**src/rtl/arc_pkg.sv**
```systemverilog
// Shared constants and helpers for the MIPS core's hazard/forwarding logic.
// Holds the forward-select encodings, default HI/LO latencies and register-match rules.
package arc_pkg;

    localparam logic [1:0] FWD_REG = 2'b00;
    localparam logic [1:0] FWD_MEM = 2'b01;
    localparam logic [1:0] FWD_WB  = 2'b10;

    localparam int DEF_MULT_CYCLES = 4;
    localparam int DEF_DIV_CYCLES  = 32;

    localparam logic [4:0] REG_ZERO = 5'd0;

    // $zero is hard-wired, so a write to it never creates a dependency.
    function automatic logic reg_match(input logic [4:0] src, input logic [4:0] dst);
        return (src == dst) && (dst != REG_ZERO);
    endfunction

    function automatic logic [1:0] ex_fwd_sel(
        input logic [4:0] src,
        input logic [4:0] mem_rd,
        input logic       mem_regwrite,
        input logic [4:0] wb_rd,
        input logic       wb_regwrite
    );
        if (mem_regwrite && reg_match(src, mem_rd))
            return FWD_MEM;
        else if (wb_regwrite && reg_match(src, wb_rd))
            return FWD_WB;
        else
            return FWD_REG;
    endfunction

endpackage

```
**src/rtl/md_busy_counter.sv**
```systemverilog
// HI/LO unit occupancy tracker: loads the mult/div latency on a start and counts down.
// Busy is taken straight from the counter register, so it drops immediately on reset.
module md_busy_counter
    import arc_pkg::*;
#(
    parameter int MULT_CYCLES = DEF_MULT_CYCLES,
    parameter int DIV_CYCLES  = DEF_DIV_CYCLES
) (
    input  logic i_clk,
    input  logic i_rst_n,
    input  logic i_start,
    input  logic i_is_div,
    output logic o_busy
);

    localparam int CW = $clog2(DIV_CYCLES + 1);
    localparam logic [CW-1:0] MULT_LOAD = CW'(MULT_CYCLES);
    localparam logic [CW-1:0] DIV_LOAD  = CW'(DIV_CYCLES);

    logic [CW-1:0] count_q;

    // NOTE: sequential state uses non-blocking assignments so every flop samples pre-edge values.
    always_ff @(posedge i_clk or negedge i_rst_n) begin
        if (!i_rst_n) begin
            count_q <= '0;
        end else if (count_q == '0) begin
            if (i_start)
                count_q <= i_is_div ? DIV_LOAD : MULT_LOAD;
        end else begin
            // A start arriving while busy is ignored; the ID interlock should prevent it.
            count_q <= count_q - CW'(1);
        end
    end

    assign o_busy = (count_q != '0);

endmodule

```
**src/rtl/d_hazard_ctrl.sv**
```systemverilog
// Hazard and sequencing controller for the five-stage MIPS pipeline: stall, bubble,
// flush and forward selects for IF/ID/EX, plus the HI/LO busy interlock and stall counter.
module d_hazard_ctrl
    import arc_pkg::*;
#(
    parameter int MULT_CYCLES = DEF_MULT_CYCLES,
    parameter int DIV_CYCLES  = DEF_DIV_CYCLES
) (
    input  logic        i_clk,
    input  logic        i_rst_n,
    input  logic [4:0]  i_id_rs,
    input  logic [4:0]  i_id_rt,
    input  logic        i_id_use_rs,
    input  logic        i_id_use_rt,
    input  logic        i_id_is_branch,
    input  logic        i_id_redirect,
    input  logic        i_id_md_use,
    input  logic [4:0]  i_ex_rs,
    input  logic [4:0]  i_ex_rt,
    input  logic [4:0]  i_ex_rd,
    input  logic        i_ex_regwrite,
    input  logic        i_ex_memread,
    input  logic        i_ex_md_start,
    input  logic        i_ex_md_is_div,
    input  logic [4:0]  i_mem_rd,
    input  logic        i_mem_regwrite,
    input  logic        i_mem_memread,
    input  logic [4:0]  i_wb_rd,
    input  logic        i_wb_regwrite,
    output logic        o_stall_f,
    output logic        o_stall_d,
    output logic        o_bubble_e,
    output logic        o_flush_d,
    output logic [1:0]  o_fwd_a,
    output logic [1:0]  o_fwd_b,
    output logic        o_fwd_br_a,
    output logic        o_fwd_br_b,
    output logic        o_md_busy,
    output logic [15:0] o_stall_count
);

    logic md_busy;
    logic src_hits_ex;
    logic src_hits_mem;
    logic load_use;
    logic br_hazard;
    logic md_hazard;
    logic stall;
    logic [15:0] stall_count_q;

    md_busy_counter #(
        .MULT_CYCLES(MULT_CYCLES),
        .DIV_CYCLES (DIV_CYCLES)
    ) u_md_busy (
        .i_clk   (i_clk),
        .i_rst_n (i_rst_n),
        .i_start (i_ex_md_start),
        .i_is_div(i_ex_md_is_div),
        .o_busy  (md_busy)
    );

    assign src_hits_ex  = (i_id_use_rs && reg_match(i_id_rs, i_ex_rd)) ||
                          (i_id_use_rt && reg_match(i_id_rt, i_ex_rd));
    assign src_hits_mem = (i_id_use_rs && reg_match(i_id_rs, i_mem_rd)) ||
                          (i_id_use_rt && reg_match(i_id_rt, i_mem_rd));

    assign load_use  = i_ex_memread && i_ex_regwrite && src_hits_ex;
    // Branches compare in ID, so any EX producer or a MEM load is still too late.
    assign br_hazard = i_id_is_branch &&
                       ((i_ex_regwrite && src_hits_ex) || (i_mem_memread && src_hits_mem));
    assign md_hazard = i_id_md_use && md_busy;
    assign stall     = i_rst_n && (load_use || br_hazard || md_hazard);

    // NOTE: every output gets a default first so no path through this block infers a latch.
    always_comb begin
        o_stall_f  = 1'b0;
        o_stall_d  = 1'b0;
        o_bubble_e = 1'b0;
        o_flush_d  = 1'b0;
        o_fwd_a    = FWD_REG;
        o_fwd_b    = FWD_REG;
        o_fwd_br_a = 1'b0;
        o_fwd_br_b = 1'b0;
        if (i_rst_n) begin
            o_stall_f  = stall;
            o_stall_d  = stall;
            o_bubble_e = stall;
            // A stalled redirect is re-evaluated when the ID instruction retries.
            o_flush_d  = i_id_redirect && !stall;
            o_fwd_a    = ex_fwd_sel(i_ex_rs, i_mem_rd, i_mem_regwrite, i_wb_rd, i_wb_regwrite);
            o_fwd_b    = ex_fwd_sel(i_ex_rt, i_mem_rd, i_mem_regwrite, i_wb_rd, i_wb_regwrite);
            o_fwd_br_a = i_id_use_rs && i_mem_regwrite && !i_mem_memread &&
                         reg_match(i_id_rs, i_mem_rd);
            o_fwd_br_b = i_id_use_rt && i_mem_regwrite && !i_mem_memread &&
                         reg_match(i_id_rt, i_mem_rd);
        end
    end

    always_ff @(posedge i_clk or negedge i_rst_n) begin
        if (!i_rst_n)
            stall_count_q <= '0;
        else if (stall && (stall_count_q != 16'hFFFF))
            stall_count_q <= stall_count_q + 16'd1;
    end

    assign o_md_busy     = md_busy;
    assign o_stall_count = stall_count_q;

endmodule

```
**config.mk**
```make
export PLATFORM = sky130hd
export DESIGN_NAME = d_hazard_ctrl
export DESIGN_NICKNAME = d
export VERILOG_FILES = /design/src/rtl/arc_pkg.sv /design/src/rtl/md_busy_counter.sv /design/src/rtl/d_hazard_ctrl.sv
export SDC_FILE = /design/constraint.sdc
export NUM_CORES = 1
export LEC_CHECK = 0
export ABC_CLOCK_PERIOD_IN_PS = 2000
export CAP_MARGIN = 20
export CELL_PAD_IN_SITES_DETAIL_PLACEMENT = 0
export CELL_PAD_IN_SITES_GLOBAL_PLACEMENT = 2
export CORE_MARGIN = 4
export CORE_UTILIZATION = 22
export CTS_BUF_LIST = sky130_fd_sc_hd__clkbuf_8
export DETAILED_ROUTE_END_ITERATION = 8
export GPL_TIMING_DRIVEN = 0
export PLACE_DENSITY_LB_ADDON = 0.1
export SYNTH_ARGS = -nofsm -noshare
export SYNTH_HDL_FRONTEND = slang
export SYNTH_SLANG_ARGS = --single-unit
export TNS_END_PERCENT = 50
```
**constraint.sdc**
```tcl
create_clock -name i_clk -period 2 [get_ports i_clk]
set_input_delay 0.4 -clock i_clk [delete_from_list [all_inputs] [get_ports i_clk]]
set_output_delay 0.4 -clock i_clk [all_outputs]
set_load 0.1 [all_outputs]
```
==> run_summary.xml, run 1 <==
<?xml version="1.0" encoding="UTF-8"?>
<metrics>
  <group name="synthesis">
    <metric name="netlist-cell-type-count" unit="">35</metric>
    <metric name="synth_area_leaders" unit="">sky130_fd_sc_hd__dfrtp_1 32%, sky130_fd_sc_hd__xnor2_1 19%, sky130_fd_sc_hd__xor2_1 10%</metric>
    <metric name="ys_seq_elements" unit="">22</metric>
    <metric name="number_of_synthesis_warnings" unit="">0</metric>
    <metric name="synth_sequential_area_ratio" unit="">0.3250</metric>
    <metric name="yosys.area.top_type" unit="">sky130_fd_sc_hd__dfrtp_1</metric>
    <metric name="syn_area" unit="sq um">1694</metric>
    <metric name="postSynthCellCount" unit="">186</metric>
    <metric name="avg_cell_area_syn" unit="sq um">9.108</metric>
    <metric name="synthDominantCellAreaShare" unit="">0.3250</metric>
    <metric name="synth.net_count" unit="">237</metric>
  </group>
  <group name="clocking">
    <metric name="path_clk_slew" unit="ns">0.09</metric>
    <metric name="htree_num_levels" unit="">1</metric>
    <metric name="cts_tree" unit="">done</metric>
    <metric name="numCtsBuffers" unit="">3</metric>
    <metric name="ctsRootBufferMaster" unit="">sky130_fd_sc_hd__clkbuf_8</metric>
    <metric name="clk_latency" unit="ns">0.27</metric>
    <metric name="cts.sinks" unit="">22</metric>
    <metric name="cts_buffer_depth" unit="">2</metric>
  </group>
  <group name="power">
    <metric name="power.switching" unit="mW">1.143</metric>
    <metric name="swShare" unit="">0.4692</metric>
    <metric name="p_comb_frac" unit="">0.535</metric>
    <metric name="power_report.internal_total" unit="mW">1.293</metric>
    <metric name="clkPwrFrac" unit="">0.175</metric>
    <metric name="power" unit="mW">2.435</metric>
    <metric name="vdd.ir_drop.worst" unit="mV">0.3696</metric>
    <metric name="total_leakage_power" unit="nW">1.219</metric>
    <metric name="power.share.sequential" unit="">0.290</metric>
    <metric name="cellPowerDensity" unit="nW/um^2">813.3</metric>
  </group>
  <group name="placement">
    <metric name="postPlaceCellArea" unit="sq um">2653</metric>
    <metric name="port-buffer-count" unit="">70</metric>
    <metric name="place.detailed.instances" unit="">356</metric>
    <metric name="dp_hpwl" unit="microns">4184</metric>
    <metric name="routabilityCongestion" unit="">0.6856</metric>
  </group>
  <group name="critical_path">
    <metric name="reg2reg_end" unit="">o_stall_count[1]</metric>
    <metric name="timing_worst_setup_path_type" unit="">input port to output port</metric>
    <metric name="crit_path_cell_trace" unit="">buf_12, or4_4, nor2_4, nor4_4, o211ai_2, a31oi_4, buf_12, buf_12</metric>
    <metric name="reg2reg_depth" unit="">8</metric>
    <metric name="critical_path.reg2reg.startpoint" unit="">o_stall_count[0]</metric>
    <metric name="slowest_delay" unit="ns">0.55</metric>
    <metric name="rrSetupSlack" unit="ns">0.05</metric>
    <metric name="cp_launch_point" unit="">i_mem_rd[2]</metric>
    <metric name="timing.critical_path.to" unit="">o_stall_d</metric>
    <metric name="worstPathRequired" unit="ns">1.60</metric>
    <metric name="timing.critical_path.arrival" unit="ns">2.04</metric>
    <metric name="critPathMostFrequentCell" unit="">sky130_fd_sc_hd__buf_12</metric>
    <metric name="critPathMaxFanout" unit="">4</metric>
    <metric name="worst_setup_path_start_kind" unit="">input port</metric>
    <metric name="worst_path_max_delay_cell" unit="">sky130_fd_sc_hd__or4_4</metric>
    <metric name="worst_setup_path_end_kind" unit="">output port</metric>
  </group>
  <group name="drt">
    <metric name="drtAntennaViolNets" unit="">0</metric>
    <metric name="drtIter0Drc" unit="">32</metric>
    <metric name="totalWireLength" unit="microns">5365</metric>
    <metric name="detail_route.vias_per_cell" unit="">4.248</metric>
    <metric name="firstDrtPassIters" unit="">4</metric>
    <metric name="drcViolationCount" unit="">0</metric>
    <metric name="routedWlPerCell" unit="microns">14.31</metric>
    <metric name="route.vias.total" unit="">1593</metric>
  </group>
  <group name="sta">
    <metric name="min_period" unit="ns">2.443</metric>
    <metric name="headroom_to_the_max_slew_limit" unit="">0.3621</metric>
    <metric name="clock_skew" unit="ns">0.008622</metric>
    <metric name="finalSetupViolations" unit="">16</metric>
    <metric name="hold_viol_final" unit="">0</metric>
    <metric name="final-max-slew-violation-count" unit="">0</metric>
    <metric name="worst_pin_slew" unit="ns">0.9606</metric>
    <metric name="unrepaired_setup_endpoints_after_global_routing" unit="">yes</metric>
    <metric name="fmaxAchievable" unit="MHz">409.4</metric>
    <metric name="fin_ws" unit="ns">-0.4427</metric>
    <metric name="timing.final.crit_share" unit="">1.221</metric>
  </group>
  <group name="grt">
    <metric name="grt.total_usage" unit="">0.1188</metric>
    <metric name="grt_pass1_wl" unit="microns">8480</metric>
    <metric name="via_count_of_the_first_global_routing_pass" unit="">1699</metric>
    <metric name="globalRouteOverflowTotal" unit="">0</metric>
    <metric name="grt_antenna_before_repair" unit="">0</metric>
    <metric name="grt_max_degree" unit="">16</metric>
  </group>
  <group name="cells_and_area">
    <metric name="design.final.nets" unit="">328</metric>
    <metric name="share_of_layout_cells_above_drive_strength_1" unit="">0.3551</metric>
    <metric name="layout.cell_area.non_filler" unit="sq um">2994</metric>
    <metric name="final_cells" unit="">375</metric>
    <metric name="antenna_cells" unit="">0</metric>
    <metric name="syn2layout_area_growth" unit="%">76.74</metric>
  </group>
  <group name="hold_path">
    <metric name="worst_hold_path_type" unit="">input port to async pin</metric>
  </group>
  <group name="floorplan">
    <metric name="placeableCoreArea" unit="sq um">7370</metric>
    <metric name="floorplan.die.height" unit="microns">95.75</metric>
    <metric name="top_level_ports" unit="">76</metric>
    <metric name="placementRows" unit="">31</metric>
    <metric name="dieArea" unit="sq um">9168</metric>
    <metric name="floorplan.die.width" unit="microns">95.75</metric>
    <metric name="initial_utilization" unit="">0.2299</metric>
  </group>
  <group name="flow_run">
    <metric name="number_of_maximum_capacitance_constraint_violations" unit="">0</metric>
  </group>
  <group name="run_status">
    <metric name="status" unit="">complete, but fails checks</metric>
    <metric name="violations" unit="">setup timing</metric>
  </group>
</metrics>
-- cells in the mapped netlist (all sizes together) --
cell and number:
clkbuf 1, dfrtp 22, o22ai 1, nand3b 1, or2b 1, nand2b 2, buf 8, or4 5
xor2 20, nand4 11, and2 3, nor2 9, nor3 4, a211o 1, mux2i 1, a31oi 2
mux2 2, xnor2 36, nand2 15, o211ai 2, a21oi 4, and4b 2, and3 5, nor4 6
inv 6, ha 2, nand3 10, o21ai 4
-- per-layer routing --
metal,GRT usage,up-vias,part of all wire
li1,-,820,-
met1,0.1572,735,0.46
met2,0.2015,34,0.49
met3,0.02893,4,0.048
met4,0.01422,0,0.0050
met5,0,-,0
-- sequential cells by signal, indices dropped and copies added (netlist names) --
register           count
u_md_busy.count_q      6
o_stall_count         16
-- power groups by stage --
stage	Combinational (mW)	Sequential, mW	Clock [mW]
6_report	1.30	0.707	0.425
3_5_place_dp	1.27	0.714	0
5_1_grt	1.39	0.732	0.464
4_1_cts	1.30	0.706	0.440
2_1_floorplan	0.528	1.10	0
3_3_place_gp	1.27	0.721	0
-- cell type report --
| type | instances | area, sq um |
|---|---|---|
| Multi-Input combinational cell | 149 | 1274 |
| Inverter | 6 | 22.52 |
| Sequential cell | 22 | 553.0 |
| Tap cell | 99 | 123.9 |
| Fill cell | 747 | 4375 |
| Timing Repair Buffer | 86 | 842.1 |
| Clock inverter | 1 | 30.03 |
| Buffer | 9 | 107.6 |
| Clock buffer | 3 | 41.29 |
-- stage by stage --
stage                     worst slack (ns)  TNS [ns]    util  hold slack [ns]
after detailed placement            -2.176    -28.99  0.3599           0.4831
final                              -0.4427    -3.436  0.4063          0.02261
after global placement              -2.638    -40.61  0.3579           0.4769
after floorplan                     -1.125    -15.99       -           0.1044
after global routing               -0.5121    -5.309  0.4063          0.01677
after CTS                          -0.4557    -4.333  0.4051          0.02158
-- worst max-delay path, delay by kind of cell --
family,cells,cell delay (ns)
and+or+nand+nor,3,0.78
buffers and inverters,3,0.41
AOI/OAI and AO/OA,2,0.44
-- cell families (layout without fill, tap and decap cells) --
family	after synthesis	in the layout	synth area share
AOI/OAI and AO/OA	14	14	0.06057
xor gates and xnor gates	56	56	0.2895
adders and majority gates	2	2	0.01477
buffers and inverters	15	105	0.04948
and+or+nand+nor	74	74	0.2415
DFF	22	22	0.3250
muxes	3	3	0.01920
-- worst min-delay path by stage --
stage                     slack [ns]         startpoint  cells past startpoint                 to
after detailed placement        0.48  o_stall_count[10]                      1  o_stall_count[10]
final                           0.02            i_rst_n                      2  o_stall_count[11]
after global placement          0.48   o_stall_count[8]                      1   o_stall_count[8]
after CTS                       0.02            i_rst_n                      2  o_stall_count[11]
after global routing            0.02            i_rst_n                      2  o_stall_count[11]
after floorplan                 0.10            i_rst_n                      0   o_stall_count[0]
-- layout by cell type (no fill, tap or decap), types with 3 or more instances in the layout --
| master | count |
|---|---|
| sky130_fd_sc_hd__xnor2_1 | 35 |
| sky130_fd_sc_hd__dlygate4sd2_1 | 22 |
| sky130_fd_sc_hd__dfrtp_1 | 20 |
| sky130_fd_sc_hd__xor2_1 | 19 |
| sky130_fd_sc_hd__buf_6 | 12 |
| sky130_fd_sc_hd__nand4_1 | 11 |
| sky130_fd_sc_hd__buf_12 | 10 |
| sky130_fd_sc_hd__clkdlybuf4s50_1 | 10 |
| sky130_fd_sc_hd__buf_4 | 10 |
| sky130_fd_sc_hd__buf_2 | 8 |
| sky130_fd_sc_hd__nand3_1 | 8 |
| sky130_fd_sc_hd__nand2_1 | 8 |
| sky130_fd_sc_hd__clkdlybuf4s15_1 | 8 |
| sky130_fd_sc_hd__nand2_2 | 7 |
| sky130_fd_sc_hd__nor2_1 | 6 |
| sky130_fd_sc_hd__clkdlybuf4s15_2 | 6 |
| sky130_fd_sc_hd__clkbuf_2 | 6 |
| sky130_fd_sc_hd__nor4_4 | 5 |
| sky130_fd_sc_hd__and3_1 | 5 |
| sky130_fd_sc_hd__or4_4 | 4 |
| sky130_fd_sc_hd__inv_1 | 4 |
| sky130_fd_sc_hd__a21oi_1 | 4 |
| sky130_fd_sc_hd__nor2_4 | 3 |
| sky130_fd_sc_hd__nor3_1 | 3 |
| sky130_fd_sc_hd__clkbuf_8 | 3 |
-- what timing repair did --
action                                  CTS  global route
endpoints found under the hold margin    15             0
hold buffers                              1             0
resized for setup                       210            24
endpoints found under the setup margin   43            37
pin swaps                                35            14
cloned                                    1             0
buffers inserted                         12             2
No activity file was read; power rests on OpenSTA's default activity.
==> run 2: changes to the inputs <==
- CORE_MARGIN: 4 -> 10
==> run 2 against run 1 <==
Compared with the run above:
- the run still ends with setup timing left
- clock skew shrank 0.0072 ns
- final area grew 2.2%
- sequential share of layout area shrank 0.40 points
- clock-buffer cell count grew 1
- worst setup slack lost 0.022 ns
- sequential power is essentially flat
- die area grew 27%
- final cell count grew 0.80%
- largest power group unchanged
==> run_summary.xml, run 2 (synthesis results as in run 1) <==
<?xml version="1.0" encoding="UTF-8"?>
<metrics>
  <group name="placement">
    <metric name="routabilityCongestion" unit="">0.7389</metric>
    <metric name="dp_hpwl" unit="microns">4614</metric>
    <metric name="port-buffer-count" unit="">70</metric>
    <metric name="pre_cts_ws" unit="ns">-2.147</metric>
  </group>
  <group name="power">
    <metric name="p_comb_frac" unit="">0.562</metric>
    <metric name="clkPwrFrac" unit="">0.137</metric>
    <metric name="power.share.sequential" unit="">0.300</metric>
    <metric name="vdd.ir_drop.worst" unit="mV">0.3277</metric>
    <metric name="power_report.internal_total" unit="mW">1.216</metric>
    <metric name="total_leakage_power" unit="nW">1.313</metric>
    <metric name="swShare" unit="">0.4841</metric>
    <metric name="cellPowerDensity" unit="nW/um^2">770.0</metric>
    <metric name="power" unit="mW">2.357</metric>
    <metric name="power.switching" unit="mW">1.141</metric>
  </group>
  <group name="drt">
    <metric name="routedWlPerCell" unit="microns">15.74</metric>
    <metric name="route.vias.total" unit="">1623</metric>
    <metric name="drcViolationCount" unit="">0</metric>
    <metric name="drtAntennaViolNets" unit="">0</metric>
    <metric name="totalWireLength" unit="microns">5950</metric>
    <metric name="firstDrtPassIters" unit="">4</metric>
    <metric name="drtIter0Drc" unit="">24</metric>
    <metric name="detail_route.vias_per_cell" unit="">4.294</metric>
  </group>
  <group name="critical_path">
    <metric name="timing_worst_setup_path_type" unit="">input port to output port</metric>
    <metric name="worstPathRequired" unit="ns">1.60</metric>
    <metric name="critPathMostFrequentCell" unit="">sky130_fd_sc_hd__buf_12</metric>
    <metric name="worst_setup_path_start_kind" unit="">input port</metric>
    <metric name="worst_setup_path_end_kind" unit="">output port</metric>
    <metric name="worst_path_max_delay_cell" unit="">sky130_fd_sc_hd__or4_4</metric>
    <metric name="crit_path_cell_trace" unit="">buf_8, or4_4, nor2_4, nor4_4, o211ai_2, a31oi_4, buf_12, buf_12</metric>
    <metric name="slowest_delay" unit="ns">0.55</metric>
    <metric name="timing.critical_path.arrival" unit="ns">2.07</metric>
    <metric name="path_delay_family" unit="">simple AND/OR/NAND/NOR gates</metric>
    <metric name="worst-path-buf-inv" unit="">3</metric>
    <metric name="critPathMaxFanout" unit="">4</metric>
  </group>
  <group name="sta">
    <metric name="min_period" unit="ns">2.465</metric>
    <metric name="finalSetupViolations" unit="">18</metric>
    <metric name="hold_viol_final" unit="">0</metric>
    <metric name="final-max-slew-violation-count" unit="">0</metric>
    <metric name="headroom_to_the_max_slew_limit" unit="">0.3616</metric>
    <metric name="worst_pin_slew" unit="ns">0.9613</metric>
    <metric name="clock_skew" unit="ns">0.001416</metric>
    <metric name="timing.final.crit_share" unit="">1.233</metric>
    <metric name="fin_ws" unit="ns">-0.4650</metric>
    <metric name="fmaxAchievable" unit="MHz">405.7</metric>
    <metric name="unrepaired_setup_endpoints_after_global_routing" unit="">yes</metric>
  </group>
  <group name="flow_run">
    <metric name="number_of_maximum_capacitance_constraint_violations" unit="">0</metric>
  </group>
  <group name="clocking">
    <metric name="cts.sinks" unit="">22</metric>
    <metric name="cts_buffer_depth" unit="">2</metric>
    <metric name="numCtsBuffers" unit="">3</metric>
    <metric name="ctsRootBufferMaster" unit="">sky130_fd_sc_hd__clkbuf_8</metric>
    <metric name="cts_tree" unit="">done</metric>
    <metric name="path_clk_slew" unit="ns">0.08</metric>
    <metric name="htree_num_levels" unit="">1</metric>
    <metric name="clk_latency" unit="ns">0.26</metric>
  </group>
  <group name="floorplan">
    <metric name="dieArea" unit="sq um">11610</metric>
    <metric name="floorplan.die.height" unit="microns">107.8</metric>
    <metric name="placementRows" unit="">31</metric>
    <metric name="floorplan.die.width" unit="microns">107.8</metric>
    <metric name="placeableCoreArea" unit="sq um">7370</metric>
    <metric name="top_level_ports" unit="">76</metric>
    <metric name="initial_utilization" unit="">0.2299</metric>
  </group>
  <group name="grt">
    <metric name="grt_max_degree" unit="">17</metric>
    <metric name="via_count_of_the_first_global_routing_pass" unit="">1835</metric>
    <metric name="grt.total_usage" unit="">0.1038</metric>
    <metric name="globalRouteOverflowTotal" unit="">0</metric>
    <metric name="grt_pass1_wl" unit="microns">9777</metric>
    <metric name="grt_antenna_before_repair" unit="">0</metric>
  </group>
  <group name="cells_and_area">
    <metric name="design.final.nets" unit="">331</metric>
    <metric name="syn2layout_area_growth" unit="%">80.65</metric>
    <metric name="most-common-layout-cells" unit="">32 x sky130_fd_sc_hd__xnor2_1, 21 x sky130_fd_sc_hd__dlygate4sd2_1, 20 x sky130_fd_sc_hd__xor2_1, 20 x sky130_fd_sc_hd__dfrtp_1, 13 x sky130_fd_sc_hd__buf_6</metric>
    <metric name="antenna_cells" unit="">0</metric>
    <metric name="share_of_layout_cells_above_drive_strength_1" unit="">0.3584</metric>
    <metric name="layout_commonest_cell" unit="">sky130_fd_sc_hd__xnor2_1</metric>
    <metric name="largest_register_ffs" unit="">16</metric>
  </group>
  <group name="hold_path">
    <metric name="worst_hold_path_type" unit="">input port to async pin</metric>
  </group>
  <group name="run_status">
    <metric name="violations" unit="">setup timing</metric>
    <metric name="status" unit="">complete, but fails checks</metric>
  </group>
</metrics>
[run 2: cell types whose count changed in the layout (fill, tap and decap cells not counted), moves of 2 or more]
cell	delta
sky130_fd_sc_hd__xnor2_2	+3
sky130_fd_sc_hd__buf_2	-3
sky130_fd_sc_hd__clkbuf_2	+3
sky130_fd_sc_hd__dlymetal6s2s_1	+5
sky130_fd_sc_hd__buf_4	+2
sky130_fd_sc_hd__clkdlybuf4s15_2	-3
sky130_fd_sc_hd__xnor2_1	-3
[run 2: path summary, 6_finish.rpt]
path,startpoint,end,slack [ns],depth (start not counted)
setup / recovery,i_mem_rd[1],o_stall_d,-0.47,8
hold / removal,i_rst_n,o_stall_count[12],0.09,2
setup reg to reg,u_md_busy.count_q[0],o_stall_count[12],-0.10,10
hold reg to reg,o_stall_count[8],o_stall_count[8],0.49,1
max in group asynchronous,i_rst_n,o_stall_count[0],0.87,2
min in group i_clk,o_stall_count[8],o_stall_count[8],0.49,1
[run 2: routing by layer]
metal,wire length [microns],global-route usage,vias up
met4,9,0.008588,0
met5,0,0,-
li1,-,-,829
met2,3116,0.1895,30
met1,2488,0.1180,762
met3,335,0.03473,2
[run 2: area by class of cell]
type | instances | area [sq um]
Sequential cell | 22 | 553.0
Timing Repair Buffer | 89 | 889.6
Inverter | 6 | 22.52
Clock buffer | 4 | 55.05
Tap cell | 99 | 123.9
Multi-Input combinational cell | 149 | 1303
Buffer | 9 | 113.9
Fill cell | 760 | 4309
[run 2: what timing repair did]
item                                    CTS  global route
endpoints found under the hold margin    12             0
endpoints found under the setup margin   43            36
pin swaps                                35            22
cloned                                    1             0
gates resized for setup                 197            39
hold buffers                              1             0
setup buffers                            12             5
[run 2: power by group through the flow]
| stage | registers [mW] | clock network, mW | logic, mW |
|---|---|---|---|
| 3_3_place_gp | 0.721 | 0 | 1.27 |
| 3_5_place_dp | 0.718 | 0 | 1.28 |
| 6_report | 0.708 | 0.324 | 1.33 |
| 5_1_grt | 0.733 | 0.359 | 1.42 |
| 2_1_floorplan | 1.10 | 0 | 0.528 |
| 4_1_cts | 0.707 | 0.340 | 1.32 |
[run 2: metrics by stage]
| stage | hold WS, ns | TNS [ns] | instance area, sq um | cells | utilization |
|---|---|---|---|---|---|
| floorplan | 0.1044 | -15.99 | 1813 | 186 | - |
| global placement | 0.4771 | -39.52 | 2638 | 355 | 0.3579 |
| detailed placement | 0.4849 | -28.03 | 2665 | 356 | 0.3616 |
| CTS | 0.08158 | -4.939 | 2997 | 374 | 0.4066 |
| global route | 0.08018 | -5.502 | 3060 | 378 | 0.4153 |
| finish | 0.08881 | -3.803 | 3060 | 378 | 0.4153 |
